<file path="src/rtl/filt_mac_mc.sv">
// Multichannel time-multiplexed serial-MAC FIR filter: one multiplier and one
// coefficient set shared by gp_nchan delay lines, valid/ready in, tagged strobe out.
module filt_mac_mc #(
    parameter int gp_inp_width    = 16,
    parameter int gp_coeff_width  = 16,
    parameter int gp_coeff_length = 16,
    parameter int gp_symm         = 0,
    parameter int gp_nchan        = 4,
    parameter int gp_oup_width    = 16,
    parameter int gp_oup_shift    = 0,
    localparam int C    = (gp_symm != 0) ? (gp_coeff_length + 1) / 2 : gp_coeff_length,
    localparam int CH_W = (gp_nchan > 1) ? $clog2(gp_nchan) : 1,
    localparam int CA_W = (C > 1) ? $clog2(C) : 1
) (
    input  logic                      i_clk,
    input  logic                      i_rst,
    input  logic                      i_ena,
    input  logic [gp_inp_width-1:0]   i_data,
    input  logic [CH_W-1:0]           i_chan,
    input  logic                      i_valid,
    output logic                      o_ready,
    input  logic                      i_coeff_we,
    input  logic [CA_W-1:0]           i_coeff_addr,
    input  logic [gp_coeff_width-1:0] i_coeff_data,
    output logic [gp_oup_width-1:0]   o_data,
    output logic [CH_W-1:0]           o_chan,
    output logic                      o_valid
);
    localparam int W     = gp_inp_width;
    localparam int CW    = gp_coeff_width;
    localparam int L     = gp_coeff_length;
    localparam int O     = gp_oup_width;
    localparam int LI_W  = $clog2(L);
    localparam int ACC_W = W + CW + $clog2(L) + 1;
    localparam int SW    = (ACC_W > O) ? ACC_W : O;
    localparam int MID   = (L - 1) / 2;
    localparam bit HAS_MID = (gp_symm != 0) && (L % 2 == 1);
    localparam logic signed [SW-1:0] OMAX = SW'({1'b0, {(O-1){1'b1}}});
    localparam logic signed [SW-1:0] OMIN = ~OMAX;

    typedef enum logic [1:0] {ST_IDLE, ST_MAC, ST_OUT} state_t;

    state_t                   state;
    logic [CA_W-1:0]          k;
    logic [CH_W-1:0]          chan_q;
    logic signed [ACC_W-1:0]  acc;
    logic signed [ACC_W-1:0]  acc_nxt;
    logic [C-1:0][CW-1:0]     coeff;
    logic [L-1:0][W-1:0]      line [gp_nchan];
    logic [L-1:0][W-1:0]      cur_line;
    logic [LI_W-1:0]          idx_lo;
    logic [LI_W-1:0]          idx_hi;
    logic signed [W-1:0]      x_lo;
    logic signed [W-1:0]      x_hi;
    logic signed [W:0]        pre;
    logic signed [CW-1:0]     h_k;
    logic signed [W+CW:0]     prod;
    logic signed [SW-1:0]     shv;
    logic [O-1:0]             sat_val;
    logic                     hs;
    logic                     chan_ok;
    logic                     addr_ok;

    assign o_ready = (state == ST_IDLE) && i_ena && !i_rst;
    assign hs      = i_valid && o_ready;
    assign chan_ok = {1'b0, i_chan} < (CH_W+1)'(gp_nchan);
    assign addr_ok = {1'b0, i_coeff_addr} < (CA_W+1)'(C);

    // Only the addressed channel shifts; out-of-range channels are swallowed.
    always_ff @(posedge i_clk) begin
        if (i_rst) begin
            for (int c = 0; c < gp_nchan; c++) line[c] <= '0;
        end else if (hs && chan_ok) begin
            line[i_chan] <= {line[i_chan][L-2:0], i_data};
        end
    end

    assign cur_line = line[chan_q];
    assign idx_lo   = LI_W'(k);
    assign idx_hi   = LI_W'(L - 1) - idx_lo;
    assign x_lo     = cur_line[idx_lo];
    assign x_hi     = cur_line[idx_hi];
    assign h_k      = coeff[k];

    // Symmetric mode folds the mirrored tap in; the odd-length centre tap stands alone.
    always_comb begin
        pre = (W+1)'(x_lo);
        if (gp_symm != 0 && !(HAS_MID && k == CA_W'(MID)))
            pre = (W+1)'(x_lo) + (W+1)'(x_hi);
    end

    assign prod    = (W+CW+1)'(pre) * (W+CW+1)'(h_k);
    assign acc_nxt = acc + ACC_W'(prod);
    assign shv     = SW'(acc_nxt) >>> gp_oup_shift;

    always_comb begin
        if (shv > OMAX)      sat_val = OMAX[O-1:0];
        else if (shv < OMIN) sat_val = OMIN[O-1:0];
        else                 sat_val = shv[O-1:0];
    end

    always_ff @(posedge i_clk) begin
        if (i_rst) begin
            state   <= ST_IDLE;
            k       <= '0;
            chan_q  <= '0;
            acc     <= '0;
            coeff   <= '0;
            o_valid <= 1'b0;
            o_data  <= '0;
            o_chan  <= '0;
        end else if (i_ena) begin
            if (state == ST_IDLE && i_coeff_we && addr_ok)
                coeff[i_coeff_addr] <= i_coeff_data;
            case (state)
                ST_IDLE: begin
                    if (hs && chan_ok) begin
                        chan_q <= i_chan;
                        acc    <= '0;
                        k      <= '0;
                        state  <= ST_MAC;
                    end
                end
                ST_MAC: begin
                    acc <= acc_nxt;
                    k   <= k + CA_W'(1);
                    // Final product folds straight into the registered output.
                    if (k == CA_W'(C - 1)) begin
                        state   <= ST_OUT;
                        o_valid <= 1'b1;
                        o_data  <= sat_val;
                        o_chan  <= chan_q;
                    end
                end
                ST_OUT: begin
                    o_valid <= 1'b0;
                    state   <= ST_IDLE;
                end
                default: state <= ST_IDLE;
            endcase
        end
    end
endmodule
</file>
<file path="config.mk">
export PLATFORM = sky130hd
export DESIGN_NAME = filt_mac_mc
export DESIGN_NICKNAME = d
export VERILOG_FILES = /design/src/rtl/filt_mac_mc.sv
export SDC_FILE = /design/constraint.sdc
export NUM_CORES = 2
export LEC_CHECK = 0
export CAP_MARGIN = 20
export CORE_MARGIN = 2
export CORE_UTILIZATION = 55
export CTS_CLUSTER_DIAMETER = 60
export CTS_CLUSTER_SIZE = 30
export DETAILED_ROUTE_END_ITERATION = 10
export PLACE_DENSITY = 0.71
export SETUP_SLACK_MARGIN = 0.1
export SKIP_LAST_GASP = 1
export SYNTH_ARGS = -nofsm -noshare
export SYNTH_HDL_FRONTEND = slang
export SYNTH_SLANG_ARGS = --single-unit
</file>
<file path="constraint.sdc">
create_clock -name i_clk -period 14.7 [get_ports i_clk]
set_clock_uncertainty 0.05 [all_clocks]
set_input_delay 2.94 -clock i_clk [delete_from_list [all_inputs] [get_ports i_clk]]
set_output_delay 2.94 -clock i_clk [all_outputs]
set_load 0.05 [all_outputs]
</file>
==> flow_summary.json <==
{
  "outcome": "complete, no violations",
  "placement_rows": 136,
  "fin_hold_ws_ps": 402.4,
  "crit_type": "register to register",
  "post_synth_inst_count": 5844,
  "power.total_mw": 8.031,
  "ys_top_cells_by_area": "sky130_fd_sc_hd__edfxtp_1, sky130_fd_sc_hd__mux4_2, sky130_fd_sc_hd__dfxtp_1",
  "cts.sinks": 1346,
  "total_leakage_power_nw": 30.99,
  "post_route_cells_drive_above_1_share_pct": 17.01,
  "hold-path-cell-count": 2,
  "wl_per_cell_um": 24.51,
  "grt-ovfl-total": 0,
  "fp.dieH_um": 376.9,
  "clockBufferDepth": 3,
  "asyncSetResetFlopFracSynth_pct": 0,
  "drtAntennaViolNets": 0,
  "synth_edf_count": 1024,
  "synth.net_count": 6315,
  "yosysTopAreaCellShare_pct": 40.20,
  "cp_arrival_ps": 11630,
  "grt_antenna_before_repair": 7,
  "slew_viol_final": 0,
  "nets": 6128,
  "dr.pass1.iters": 6,
  "dpl_worst_slack_ps": 3864,
  "via_count": 47110,
  "power_per_cell_area_nw_per_um2": 97.54,
  "top_level_ports": 63,
  "post_cts_buffers": 0,
  "slew_headroom_pct": 20.86,
  "cts_inserted_buffers": 102,
  "depth_of_the_most_critical_reg_to_reg_path": 27,
  "die_width_um": 376.9,
  "first_iteration_detailed_routing_drc_count": 4706,
  "hold_start": "chan_q[1]",
  "h-tree-depth": 3,
  "route.detailed.drc": 0,
  "synthDistinctLibCells": 60,
  "grt_pass1_vias": 49450,
  "post-synth-top-count-cell": "sky130_fd_sc_hd__edfxtp_1",
  "dpl.cell_count": 7343,
  "setup_repair_after_global_routing_missed_its_margin": "false",
  "hold_buffer_count_at_cts": 0,
  "dp_hpwl_um": 107900,
  "synth.cell_area_um2": 76480,
  "numPortBuffers": 62,
  "fin_tns_setup_ps": 0,
  "worst_hold_path_type": "register to register",
  "synth-seq-area-share_pct": 48.63,
  "place_congestion": 0.9102,
  "post-synth-top-area-cell": "sky130_fd_sc_hd__edfxtp_1",
  "detailed_place.area_um2": 78560,
  "ctsRootBufferMaster": "sky130_fd_sc_hd__clkbuf_16",
  "clock_latency_reported_for_the_late_side_of_the_worst_skew_pair_ps": 770,
  "hold_end": "o_chan[1]",
  "global_route.usage.total_pct": 26.68,
  "final_hold_violation_count": 0,
  "cp_data_required_time_ps": 15250,
  "crit_path_start_kind": "register",
  "setup_slack_ps": 3621,
  "synth-seq-cells": 1346,
  "ys_warn_count": 0,
  "largest_net_degree_at_the_start_of_global_routing": 193,
  "final_min_period_over_clock_period_pct": 75.37,
  "finalCoreUtilization_pct": 59.74,
  "max_cap_viol_count": 0,
  "setup-violations-final": 0,
  "finalNonFillerCells": 7541,
  "maxClockFrequency_mhz": 90.26,
  "cts_tree": "done",
  "area_delta_synth_final_pct": 7.656,
  "reg2reg_slack_ps": 3620,
  "avgViaCountPerCell": 6.247,
  "crit_path_end_kind": "register",
  "clock_pin_slew_of_the_registers_on_the_worst_case_setup_and_hold_paths_ps": 100,
  "vdd_drop_max_mv": 0.09123,
  "total_wirelength_of_the_detailed_routed_design_um": 184800,
  "period_minus_ws_final_ps": 11080,
  "synthFlopType": "sky130_fd_sc_hd__edfxtp_1",
  "initial_core_util_pct": 55.49,
  "cts_resized": 0,
  "reg2reg_to": "o_data[6]",
  "ys_top_cells_by_count": "sky130_fd_sc_hd__edfxtp_1, sky130_fd_sc_hd__and2_1, sky130_fd_sc_hd__nand2_1, sky130_fd_sc_hd__mux4_2, sky130_fd_sc_hd__clkbuf_1",
  "wire_length_of_the_first_global_routing_pass_um": 291900,
  "timing.critical_path.fanout_max": 58,
  "die_area_um2": 142100,
  "timing_worst_slew_pin_value_ps": 1187,
  "syn_area_per_cell_um2": 13.09,
  "stdcell_area_um2": 82340,
  "core_um2": 137800
}
==> sequential cells by signal (all words and copies together) (netlist names), named ones only <==
name     flops
acc         37
chan_q       2
coeff      256
idx_lo       4
line      1024
o_chan       2
o_data      16
o_valid      1
state        2
==> final cells by class <==
| cell class | count | area [um2] |
|---|---|---|
| timing repair buffer | 154 | 1520 |
| clock buffer | 105 | 2564 |
| multi-input combinational | 3697 | 36310 |
| fill | 10650 | 55490 |
| sequential | 1346 | 37220 |
| inverter | 356 | 1336 |
| antenna | 3 | 7.507 |
| tap | 1794 | 2245 |
| clock inverter | 86 | 1136 |
==> how the worst max path moves through the flow <==
| stage | startpoint | endpoint | slack, ps | depth (start not counted) |
|---|---|---|---|---|
| 6_report | register | o_data[6] | 3620 | 27 |
| 5_1_grt | register | o_data[0] | 3230 | 28 |
| 4_1_cts | register | o_data[7] | 3840 | 27 |
| 3_5_place_dp | register | o_data[7] | 3860 | 27 |
| 3_3_place_gp | register | o_data[5] | 4000 | 28 |
| 2_1_floorplan | register | o_data[10] | 5060 | 34 |
==> kinds of logic (layout without fill, tap and decap cells) <==
group | Yosys count | count (layout) | synth area share (%)
buffers and inverters | 801 | 701 | 4.008
flip-flops | 1346 | 1346 | 48.63
multiplexers | 687 | 687 | 19.31
adder cells (fa/ha/maj) | 428 | 428 | 10.12
AND/OR/NAND/NOR | 2085 | 2085 | 14.05
XOR/XNOR | 37 | 37 | 0.4335
AO/OA/AOI/OAI | 460 | 460 | 3.437
other | 0 | 3 | 0
==> report_power, final <==
group	total (mW)	leakage [nW]	internal, mW	switching, mW
clock	3.06	1.79	1.50	1.55
combinational	0.668	16.0	0.283	0.386
sequential	4.31	13.2	4.22	0.0834
==> placed cells by master (no fill, tap or decap), drive strengths merged, types with 47 or more instances in the layout <==
cell type      synthesis  final
inv                  356    384
fa                   318    318
a21oi                308    308
clkinv                 0     47
o21ai                 50     50
edfxtp              1024   1024
and3                 263    263
clkdlybuf4s50          0     58
clkbuf               351    106
ha                   110    110
nand2                648    648
and2                 787    787
dfxtp                322    322
buf                   94     95
nor2                 258    258
mux4                 628    628
==> metal layers <==
| metal | GRT usage (%) | share of wire [%] | up-vias |
|---|---|---|---|
| li1 | - | - | 20560 |
| met1 | 38.60 | 42 | 24350 |
| met2 | 42.45 | 47 | 1931 |
| met3 | 4.891 | 8.2 | 262 |
| met4 | 6.158 | 2.0 | 8 |
| met5 | 0 | 0.035 | - |
==> critical path, cell delays in order, from the launching register on <==
cell and delay (ps):
sky130_fd_sc_hd__dfxtp_4 760, sky130_fd_sc_hd__buf_4 830, sky130_fd_sc_hd__mux4_2 440, sky130_fd_sc_hd__mux4_2 540
sky130_fd_sc_hd__mux2_2 330, sky130_fd_sc_hd__o21ai_1 890, sky130_fd_sc_hd__inv_2 190, sky130_fd_sc_hd__nor2_1 200
sky130_fd_sc_hd__fa_1 500, sky130_fd_sc_hd__fa_1 530, sky130_fd_sc_hd__fa_1 430, sky130_fd_sc_hd__fa_1 480
sky130_fd_sc_hd__fa_1 500, sky130_fd_sc_hd__inv_1 60, sky130_fd_sc_hd__fa_1 490, sky130_fd_sc_hd__inv_1 40
sky130_fd_sc_hd__ha_1 370, sky130_fd_sc_hd__and2_1 240, sky130_fd_sc_hd__nand3_1 120, sky130_fd_sc_hd__or4_1 530
sky130_fd_sc_hd__a21o_1 220, sky130_fd_sc_hd__a21o_1 220, sky130_fd_sc_hd__xnor2_1 170, sky130_fd_sc_hd__or3_1 370
sky130_fd_sc_hd__nor3_1 120, sky130_fd_sc_hd__and4_1 220, sky130_fd_sc_hd__nand4_1 550, sky130_fd_sc_hd__a32o_1 490
(Power assumes the default switching activity.)
